<file path="config.mk">
export PLATFORM = sky130hd
export DESIGN_NAME = chip8_key_unit
export DESIGN_NICKNAME = d
export VERILOG_FILES = /design/src/rtl/chip8_key_unit.sv
export SDC_FILE = /design/constraint.sdc
export NUM_CORES = 1
export LEC_CHECK = 0
export ABC_CLOCK_PERIOD_IN_PS = 3150
export CORE_ASPECT_RATIO = 1.25
export CORE_MARGIN = 2
export CORE_UTILIZATION = 54
export CTS_CLUSTER_SIZE = 12
export DETAILED_ROUTE_END_ITERATION = 8
export PLACE_DENSITY_LB_ADDON = 0.1
export SETUP_SLACK_MARGIN = 0.15
export SLEW_MARGIN = 20
export SYNTH_ARGS = -nofsm -noshare
export SYNTH_HDL_FRONTEND = slang
export SYNTH_SLANG_ARGS = --single-unit
</file>
<file path="constraint.sdc">
create_clock -name clk -period 3.15 [get_ports clk]
set_clock_uncertainty 0.15 [all_clocks]
set_input_delay 0.315 -clock clk [delete_from_list [all_inputs] [get_ports clk]]
set_output_delay 0.315 -clock clk [all_outputs]
set_load 0.01 [all_outputs]
</file>
<file path="src/rtl/chip8_key_unit.sv">
// chip8_key_unit
//   Executes the CHIP-8 keypad instructions for the CPU core:
//     EX9E (SKP)  : skip next instruction if key Vx is pressed
//     EXA1 (SKNP) : skip next instruction if key Vx is not pressed
//     FX0A (WAIT) : block until a fresh, debounced key press, return its index
//   Commands arrive on a valid/ready handshake and results leave on a second
//   valid/ready handshake.
//
// Configuration macro:
//   WAIT_RELEASE_EN - when defined, FX0A completes only after the accepted
//                     key has also been released and held released for
//                     STABLE_CYCLES cycles (COSMAC VIP behaviour).
//
// Parameters:
//   STABLE_CYCLES   - consecutive cycles a key must hold a level before FX0A
//                     accepts a press (or release). Legal range 1..255.
//
// Ports:
//   clk        in   clock
//   reset      in   asynchronous, active-high reset
//   key_state  in   [15:0] one bit per key, 1 = pressed, synchronous to clk
//   cmd_valid  in   command offered
//   cmd_ready  out  unit can accept a command (high only in IDLE)
//   cmd_op     in   [1:0] 00 SKP, 01 SKNP, 10 WAIT, 11 reserved
//   cmd_key    in   [3:0] key index for SKP/SKNP, ignored by WAIT
//   cancel     in   synchronous abort of any in-flight command
//   rsp_valid  out  result available (high only in RESP)
//   rsp_ready  in   result consumed
//   rsp_skip   out  1 = skip next instruction (always 0 for WAIT)
//   rsp_key    out  [3:0] WAIT: accepted key; SKP/SKNP/reserved: cmd_key
//   busy       out  high whenever the unit is not IDLE

module chip8_key_unit #(
  parameter int unsigned STABLE_CYCLES = 4
) (
  input  logic        clk,
  input  logic        reset,
  input  logic [15:0] key_state,
  input  logic        cmd_valid,
  output logic        cmd_ready,
  input  logic [1:0]  cmd_op,
  input  logic [3:0]  cmd_key,
  input  logic        cancel,
  output logic        rsp_valid,
  input  logic        rsp_ready,
  output logic        rsp_skip,
  output logic [3:0]  rsp_key,
  output logic        busy
);

  localparam logic [7:0] STAB = 8'(STABLE_CYCLES);

  localparam logic [1:0] OP_SKP  = 2'b00;
  localparam logic [1:0] OP_SKNP = 2'b01;
  localparam logic [1:0] OP_WAIT = 2'b10;

  typedef enum logic [1:0] {
    S_IDLE         = 2'd0,
    S_WAIT_PRESS   = 2'd1,
    S_RESP         = 2'd2
`ifdef WAIT_RELEASE_EN
    ,
    S_WAIT_RELEASE = 2'd3
`endif
  } state_t;

  state_t      state;
  state_t      state_nxt;

  logic [7:0]  cnt;
  logic [7:0]  cnt_inc;
  logic [3:0]  cand;
  logic        cand_valid;
  logic [15:0] prev_keys;

  logic [15:0] rise;
  logic        rise_any;
  logic [3:0]  rise_idx;
  logic        press_done;
`ifdef WAIT_RELEASE_EN
  logic        release_done;
`endif

  // Saturating increment of the stability counter.
  always_comb begin
    cnt_inc = (cnt == STAB) ? cnt : cnt + 8'd1;
  end

  // Keys that went from released to pressed since the previous sample.
  // Keys already held when WAIT was accepted are masked by prev_keys.
  always_comb begin
    rise     = key_state & ~prev_keys;
    rise_any = |rise;
  end

  // Lowest-index new press wins a tie.
  always_comb begin
    logic found;
    found    = 1'b0;
    rise_idx = '0;
    for (int unsigned i = 0; i < 16; i++) begin
      if (rise[i] && !found) begin
        rise_idx = 4'(i);
        found    = 1'b1;
      end
    end
  end

  always_comb begin
    press_done = cand_valid && (cnt == STAB);
  end

`ifdef WAIT_RELEASE_EN
  always_comb begin
    release_done = (cnt == STAB);
  end
`endif

  // Next-state decode; cancel overrides every other transition out of a
  // busy state, including the response handshake.
  always_comb begin
    state_nxt = state;
    case (state)
      S_IDLE: begin
        if (cmd_valid) begin
          state_nxt = (cmd_op == OP_WAIT) ? S_WAIT_PRESS : S_RESP;
        end
      end
      S_WAIT_PRESS: begin
        if (cancel) begin
          state_nxt = S_IDLE;
        end else if (press_done) begin
`ifdef WAIT_RELEASE_EN
          state_nxt = S_WAIT_RELEASE;
`else
          state_nxt = S_RESP;
`endif
        end
      end
`ifdef WAIT_RELEASE_EN
      S_WAIT_RELEASE: begin
        if (cancel) begin
          state_nxt = S_IDLE;
        end else if (release_done) begin
          state_nxt = S_RESP;
        end
      end
`endif
      S_RESP: begin
        if (cancel || rsp_ready) begin
          state_nxt = S_IDLE;
        end
      end
      default: state_nxt = S_IDLE;
    endcase
  end

  // State, registered handshake outputs (decoded from the next state so they
  // are valid in the same cycle as the state they describe) and datapath.
  always_ff @(posedge clk or posedge reset) begin
    if (reset) begin
      state      <= S_IDLE;
      cmd_ready  <= 1'b1;
      rsp_valid  <= 1'b0;
      busy       <= 1'b0;
      rsp_skip   <= 1'b0;
      rsp_key    <= '0;
      cnt        <= '0;
      cand       <= '0;
      cand_valid <= 1'b0;
      prev_keys  <= '0;
    end else begin
      state     <= state_nxt;
      cmd_ready <= (state_nxt == S_IDLE);
      rsp_valid <= (state_nxt == S_RESP);
      busy      <= (state_nxt != S_IDLE);

      case (state)
        S_IDLE: begin
          if (cmd_valid) begin
            case (cmd_op)
              OP_SKP: begin
                rsp_skip <= key_state[cmd_key];
                rsp_key  <= cmd_key;
              end
              OP_SKNP: begin
                rsp_skip <= ~key_state[cmd_key];
                rsp_key  <= cmd_key;
              end
              OP_WAIT: begin
                rsp_skip   <= 1'b0;
                prev_keys  <= key_state;
                cnt        <= '0;
                cand_valid <= 1'b0;
              end
              default: begin
                rsp_skip <= 1'b0;
                rsp_key  <= cmd_key;
              end
            endcase
          end
        end

        S_WAIT_PRESS: begin
          prev_keys <= key_state;
          if (press_done) begin
            rsp_key    <= cand;
            rsp_skip   <= 1'b0;
            cand_valid <= 1'b0;
            // Cleared so a release-stability count starts from zero.
            cnt        <= '0;
          end else if (!cand_valid) begin
            if (rise_any) begin
              cand       <= rise_idx;
              cand_valid <= 1'b1;
              cnt        <= 8'd1;
            end
          end else if (key_state[cand]) begin
            cnt <= cnt_inc;
          end else begin
            // Candidate bounced low; prev_keys now holds 0 for it, so its
            // next rising sample re-arms it as a fresh press.
            cand_valid <= 1'b0;
            cnt        <= '0;
          end
        end

`ifdef WAIT_RELEASE_EN
        S_WAIT_RELEASE: begin
          if (!key_state[rsp_key]) begin
            cnt <= cnt_inc;
          end else begin
            cnt <= '0;
          end
        end
`endif

        default: begin
        end
      endcase
    end
  end

endmodule
</file>
* After elaboration in Yosys (flattened, before gate mapping)
Index checks and enable logic that the tools add are counted.
** Storage, ports and cells
- Bits in writable memories :: 0
- Memories :: 0
- Flip-flop bits (word level) :: 39
- Memory bits (read-only) :: 0
- Input port bits :: 27
- Output and inout port bits :: 8
- Bits in latches :: 0
** Operators by class
- $add $sub $neg :: 1
- Multipliers :: 0
- Order comparisons :: 2
- Multiplexer cells :: 66
- Shift-type cells :: 0
- Bitwise gates (word level) :: 5
- Divide/modulo/power cells :: 0
- Reduce and logical (&&, ||, !) cells :: 43
- Eq/ne operators :: 12
** Operator list (count)
- 2-to-1 mux 4 bit :: 17
- 2-to-1 mux 8 bit :: 7
- 2-to-1 mux 16 bit :: 2
- case mux 16 bit (2 select lines) :: 1
- 2-to-1 mux 1 bit :: 26
- AND 16 bit :: 1
- logical AND 1 bit :: 16
- NOT 16 bit :: 1
- case mux 8 bit (2 select lines) :: 1
- OR reduction 16 bit :: 1
- logical NOT 1 bit :: 15
- < comparator 4 x 5 -> 1 bit (second input constant) :: 2
- 2-to-1 mux 2 bit :: 5
- adder 8 x 1 -> 8 bit (second input constant) :: 1
- binary-select mux 1 bit (select 4 bit) :: 2
- == test 8 x 3 -> 1 bit (second input constant) :: 1
- inequality test 2 bit (second input constant) :: 4
- case mux 4 bit (2 select lines) :: 1
- AND reduction 4 bit :: 2
- == test 2 bit (second input constant) :: 3
- logical NOT 2 bit :: 3
- case mux 1 bit (2 select lines) :: 3
- case mux 2 bit (3 select lines) :: 1
- AND reduction 3 bit :: 2
- 7 further kinds :: 11

* Longest topological paths before layout
- Depth after elaboration :: 48
- Gate-level depth with buffers :: 9

* Worst setup path after synthesis
OpenSTA, ideal clock, no wires.
- Kind :: input to register
- Start point :: input port key_state[7]
- End point :: register cnt[6]
- Path slack :: 832 ps
- Cell stages on the path :: 6
- Required time :: 2879 ps
- Buffers on the path :: 0
- Arrival :: 2047 ps
- Setup time :: 121 ps
- Cells stage by stage :: nor2b_4 -> or4_4 -> or4_4 -> o311ai_1 -> o31ai_1 -> a22o_1
** Between the ends
- Word-level cells in the longest chain between the ends :: 6
- Elaborated cells between the ends (all ways) :: 11
- Classes of those cells :: eq/ne (2); mux (6); bitwise (1); reduce/logical (2)
** Ends and longest elaborated chain
- from (decl) :: RTL line 38 : input logic [15:0] key_state,
- binary-select mux 1 bit (select 4 bit) :: RTL line 218 : end else if (key_state[cand]) begin
- 2-to-1 mux 1 bit (implied by the code) :: RTL line 218
- 2-to-1 mux 8 bit :: RTL line 218
- 2-to-1 mux 8 bit :: RTL line 212 : end else if (!cand_valid) begin
- 2-to-1 mux 8 bit :: RTL line 206 : if (press_done) begin
- case mux 8 bit (2 select lines) :: RTL line 178 : case (state)
- to (signal assigned) :: RTL line 219 : cnt <= cnt_inc;
- to (decl) :: RTL line 70 : logic [7:0] cnt;
Parallel ways exist; a longest one is shown, timed or not. The select of a mux whose other input is x is not followed.
A chain may end at the register's enable or synchronous reset.

* Worst setup path after layout
- Start point :: input port key_state[7]
- End point :: register cnt[5]
Same word-level chain as after synthesis.

==> flow_summary.toml <==
[sta]
hold_viol = 0
tightest_slew_ns = 0.4940
rsz0062_at_grt = "false"
finalMaxSlewViolations = 0
fin_crit_ns = 2.595
max_slew_margin = 0.6706
fmax_ghz = 0.3854
setup_viol = 0
setup_tns_ns = 0
post-route-period-util = 0.8237

[yosys]
synthSimpleGateAreaFrac = 0.1969
yosysWarnings = 0
syn_area_um2 = 2326
synth-compound-area-share = 0.1436
avgSynthCellArea_um2 = 11.29
syn_inst = 206
synth_area_leaders = "dfrtp_1 (41%), mux2_2 (7.7%), mux4_2 (6.8%), nor2_1 (2.7%), mux2i_1 (2.6%)"
yosysTopAreaCellShare = 0.4088
synth_top_family_by_area = "simple AND/OR/NAND/NOR gates"
ys_seq_elements = 39
ys_seq_area_frac = 0.4201
synth.distinct_cells = 53
async_flop_share = 1.000
synth-edff-count = 0
ys.flop_type = "dfrtp_1"
synth_xor_area_frac = 0.003765
yosys.area.top_type = "dfrtp_1"
synth_nets = 235
synthAdderAreaFrac = 0.01076
synthMuxAreaShare = 0.1937

[floorplanning]
ioPinCount = 35
die_y_um = 77.38
die_w_um = 62.70
num_rows = 26
floorplan.initialDensity = 0.5675
dieArea_um2 = 4851
coreArea_um2 = 4099

[cts]
cts_setup_buffers = 0
cts_sinks = 39
clock_path_buffers = 2
clock_latency_ns = 0.30
hold_buffers = 0
htree_levels = 2
cts_root_buf = "clkbuf_8"
clk_pin_slew_ns = 0.08
cts_buffers = 5
cts_resized = 0
cts_tree = "built"

[critical_path]
cp-end-kind = "flop"
cpPeakStageDelay_ns = 0.59
path_cells = "clkdlybuf4s50_1 > nor2b_4 > or4_4 > or4_4 > o31ai_4 > a21o_1 > a22o_1"
crit_start = "key_state[7]"
cp_slowest_cell = "or4_4"
timing.rr.start = "prev_keys[4]"
critPathLaunchType = "input pin"
crit_top_cell = "or4_4"
regToRegEndpoint = "cnt[5]"
worstPathArrival_ns = 2.68
r2r_setup_slack_ns = 0.74
reg2reg_depth = 6
path_class = "input pin to flop"
path_max_fanout = 8
cp.required_ns = 3.24

[global_routing]
grt_pass1_vias = 1951
grtUsageTotal = 0.2327
grt_max_degree = 40
grt.overflow.total = 0
antenna_found_initial = 0
grt_pass1_wl_mm = 8.797

[layout]
fillCellCount = 349
final_core_util = 0.6923
drive_gt1_frac = 0.2358
multi_input_area_um2 = 1276
syn2layout_area_growth_pct = 22.00
antenna_cells = 0
regArea_um2 = 977.2
nNetsFinal = 274

[drt]
vias = 1751
drc_errors = 0
ant_nets = 0
drt-initial-drc-count = 99
firstDrtPassIters = 4
routed_wl_mm = 4.978
wl_per_cell_um = 16.48
vias_per_cell = 5.798

[worst_hold_path]
holdCritPathClass = "input pin to asynchronous set/reset pin"

[pwr]
power.total_mw = 1.900
ir_drop_mv = 0.4062
powerDensity_nw_per_um2 = 669.6
leakagePower_nw = 1.188

[place]
port_buffers = 34
place_congestion = 0.8434
hpwl_mm = 3.851

[status]
status = "completed"

[run]
max_cap_viol_count = 0
synthesized netlist by cell type (2+ instances only):
cell	n
or4_4	2
or2_2	2
or2b_1	2
a211oi_1	2
nor2_1	17
and2b_2	6
mux4_2	7
a22o_1	5
mux2_2	16
dfrtp_1	38
nor2b_1	4
mux4_1	2
a21oi_1	10
nor2b_4	2
inv_1	7
clkbuf_1	2
nand3_1	6
a21o_1	4
o22a_1	4
buf_6	3
mux2i_1	6
nand2_1	11
o21ai_0	5
nor3_1	2
nand2b_1	5
o21a_1	3
or2b_2	6
ha_1	2
power by group:
group / switching [mW] / total (mW) / internal [mW]
combinational: 0.272 / 0.662 / 0.390
sequential: 0.137 / 0.801 / 0.664
clock: 0.181 / 0.437 / 0.256
total: 0.590 / 1.90 / 1.31
state kept, by name, indices dropped and copies added, names as in the netlist:
signal,cells
rsp_valid,1
busy,1
state,2
cmd_ready,1
cand_valid,1
prev_keys,16
rsp_key,4
rsp_skip,1
cnt,8
cand,4
per-layer routing:
layer  GRT usage  routed length (um)
met1      0.2541                1919
met2      0.4269                2758
met3     0.05072                 183
met4      0.1067                 116
met5           0                   0
cell usage in the layout, fill, tap and decap left out, drive strengths merged, types with 5 or more instances in the layout:
cell type / count
o21ai: 5
clkdlybuf4s50: 34
mux4: 9
nor2b: 6
nand3: 6
a22o: 5
dfrtp: 38
inv: 7
clkbuf: 6
a21oi: 10
nand2b: 5
or2b: 8
nor2: 18
and2b: 6
nand2: 11
mux2i: 6
mux2: 16
through the flow:
| stage | instances | hold slack [ns] | setup WS, ns | cell area (um^2) |
|---|---|---|---|---|
| floorplan | 206 | 0.2606 | 0.8323 | 2326 |
| global route | 302 | 0.3717 | 0.4648 | 2838 |
| CTS | 302 | 0.3086 | 0.5642 | 2838 |
| finish | 302 | 0.2942 | 0.5555 | 2838 |
| detailed placement | 294 | 0.3389 | 0.2537 | 2720 |
| global placement | 294 | 0.3080 | 0.3090 | 2720 |
cells by family after synthesis:
family / after synthesis
AO/OA/AOI/OAI: 45
XOR/XNOR: 1
adder cells (fa/ha/maj): 2
buffers and inverters: 13
flip-flops: 39
multiplexers: 31
AND/OR/NAND/NOR: 75
how the worst max path moves through the flow:
stage | endpoint | slack (ns) | depth (start not counted)
2_1_floorplan | cnt[6] | 0.83 | 6
3_3_place_gp | cnt[6] | 0.31 | 7
3_5_place_dp | cnt[0] | 0.25 | 6
4_1_cts | cnt[5] | 0.56 | 7
5_1_grt | cnt[2] | 0.46 | 7
6_report | cnt[5] | 0.56 | 7
worst max-delay path, delay by kind of cell:
family	cells	cell delay [ns]
buffers and inverters	1	0.47
AOI/OAI and AO/OA	3	0.60
and+or+nand+nor	3	1.30
area by class of cell:
| class | instances | share of cell area |
|---|---|---|
| Inverter | 7 | 0.009259 |
| Sequential cell | 39 | 0.3444 |
| Timing Repair Buffer | 38 | 0.1305 |
| Clock inverter | 2 | 0.01235 |
| Tap cell | 56 | 0.02469 |
| Multi-Input combinational cell | 154 | 0.4497 |
| Clock buffer | 6 | 0.02910 |
Note: power is estimated with default switching activity, not from simulation.
==> variant, RTL diff (config.mk and constraints unchanged) <==
Add an input register stage for `cmd_key`; this delays it by one clock. The other inputs are not delayed to match.
--- a/src/rtl/chip8_key_unit.sv
+++ b/src/rtl/chip8_key_unit.sv
@@ -64,6 +64,12 @@
 `endif
   } state_t;
 
+  logic [3:0] cmd_key_q;
+
+  always_ff @(posedge clk) begin
+    cmd_key_q <= cmd_key;
+  end
+
   state_t      state;
   state_t      state_nxt;
 
@@ -180,12 +186,12 @@
           if (cmd_valid) begin
             case (cmd_op)
               OP_SKP: begin
-                rsp_skip <= key_state[cmd_key];
-                rsp_key  <= cmd_key;
+                rsp_skip <= key_state[cmd_key_q];
+                rsp_key  <= cmd_key_q;
               end
               OP_SKNP: begin
-                rsp_skip <= ~key_state[cmd_key];
-                rsp_key  <= cmd_key;
+                rsp_skip <= ~key_state[cmd_key_q];
+                rsp_key  <= cmd_key_q;
               end
               OP_WAIT: begin
                 rsp_skip   <= 1'b0;
@@ -195,7 +201,7 @@
               end
               default: begin
                 rsp_skip <= 1'b0;
-                rsp_key  <= cmd_key;
+                rsp_key  <= cmd_key_q;
               end
             endcase
           end
Formal check against the unedited RTL: not equivalent (a bounded check fails within 4 cycles, from zero or initial values and one cycle with reset high).
==> variant against the original RTL <==
Total power rose by 0.72%. Fmax rose by 14%. First-iteration DRC count fell by 47%. Global-route usage fell by 0.36 points. Sequential share of layout area rose by 2.4 points. Final area rose by 1.2%. Worst setup slack improved by 0.32 ns. Final cell count rose by 4.6%. Area after synthesis rose by 2.1%. Highest routed layer unchanged. Routed wire length rose by 5.3%. Synthesized cell count rose by 8.3%. Sequential cell count rose by 4. Largest power group unchanged.
==> variant: results (changes against the original RTL) <==
metric;value;unit;change
pre-CTS WS;0.586;ns;+0.333 ns
Fillers;348;;-0.29%
Fmax;0.439;GHz;+14%
worst-case reg-to-reg path depth;6;;unchanged
register area share after synthesis;44.5;%;+2.5 points
Placed Cells incl. Taps;308;;+4.8%
slowest stage delay, CP;0.56;ns;-0.03 ns
Worst setup endpoint;cnt[6];;
post-synthesis xor/xnor area fraction;0.369;%;-0.0077 points
Worst Setup SP;cand[1];;
total routing usage reported by global routing;22.9;%;-0.36 points
Synth Area in Compound Gates;15.5;%;+1.2 points
Synth cell types;51;;-3.8%
HP Class;in -> async;;
largest net degree at the start of global routing;26;;-35%
status;finished, final reports clean;;
dpl cell area;2760;µm²;+1.3%
Synth Area in Adders;1.05;%;-0.022 points
Cells after Synth;223;;+8.3%
CP Max Fanout;14;;+6
share of cells above drive strength 1;15.4;%;-8.2 points
placer congestion estimate;0.842;;-0.21%
Max Root-Sink Buffers;2;;unchanged
post-CTS setup buffer count;0;;unchanged
via/cell ratio;5.77;;-0.50%
PostCTS Resize Cnt;0;;unchanged
Synth top cells by count;dfrtp_1 (38), nand2_1 (18), nor2_1 (14);;
critical path arrival;2.32;ns;-0.36 ns
Skew-Pair Late Insertion Delay;0.30;ns;about the same
yosys synthesis warning count;0;;unchanged
final setup fails;0;;unchanged
Initial DRT Pass Iterations;4;;unchanged
final hold slack;0.235;ns;-0.0591 ns
biggest regs;prev_keys: 16 flops, cnt: 8 flops;;
HPWL Detailed;3990;µm;+3.5%
clock-pin slew on the worst setup and hold paths;0.09;ns;
Async SR Flop Fraction;90.7;%;-9.3 points
initial DRC count;52;;-47%
slew margin rel.;61.9;%;-5.2 points
Peak VDD IR;344;µV;-15%
mux share of post-synthesis cell area;16.2;%;-3.1 points
first-pass GRT wire length;8760;µm;-0.47%
slowest cell on the critical path;mux4_2;;
Nets;288;;+5.1%
n_diodes;0;;unchanged
Int Pwr;1290;µW;-1.3%
largest family of logic cells by synthesized area;simple AND/OR/NAND/NOR gates;;
Core Util, Final;69.0;%;-0.24 points
Synth area leaders;dfrtp_1 (40%), mux2_2 (6.2%), mux4_2 (4.7%);;
via count;1823;;+4.1%
number of port buffers;34;;unchanged
CP top delay family;multiplexers;;
root buffer cell;clkbuf_8;;
Syn Nets;252;;+7.2%
initial antenna violation count;0;;unchanged
R2R Setup Slk;0.87;ns;+0.13 ns
LEAKAGE;0.00123;µW;+3.8%
CTS Buf Count;5;;unchanged
Routed WL per cell;16.6;µm;+0.60%
## variant: changes by cell type in the layout (fill, tap and decap cells not counted), moves of 5 or more
cell	before	now
nand2b_1	5	13
or2b_2	6	0
o21ai_0	5	13
and2b_2	6	0
nand2_1	11	18
nand3_1	6	11
## variant: per-layer routing
layer  global-route usage, %  routed length [µm]  up-vias
li1                        -                   -      876
met1                    26.1                2100      894
met2                    41.2                2770       40
met3                    4.30                 196       13
met4                    10.9                 171        0
met5                       0                   0        -
## variant: power groups by stage
stage | Combinational, µW | Sequential (µW) | Clock, µW
after floorplan | 478 | 798 | 0
after global placement | 603 | 850 | 0
after detailed placement | 617 | 859 | 0
after CTS | 622 | 849 | 453
after global routing | 676 | 871 | 472
final | 618 | 848 | 447
## variant: layout make-up
class	instances	share of cell area [%]
multi-input combinational	163	43.0
sequential	43	36.8
timing repair buffer	36	12.4
clock buffer	6	2.87
tap	56	2.44
inverter	10	1.31
clock inverter	2	1.22
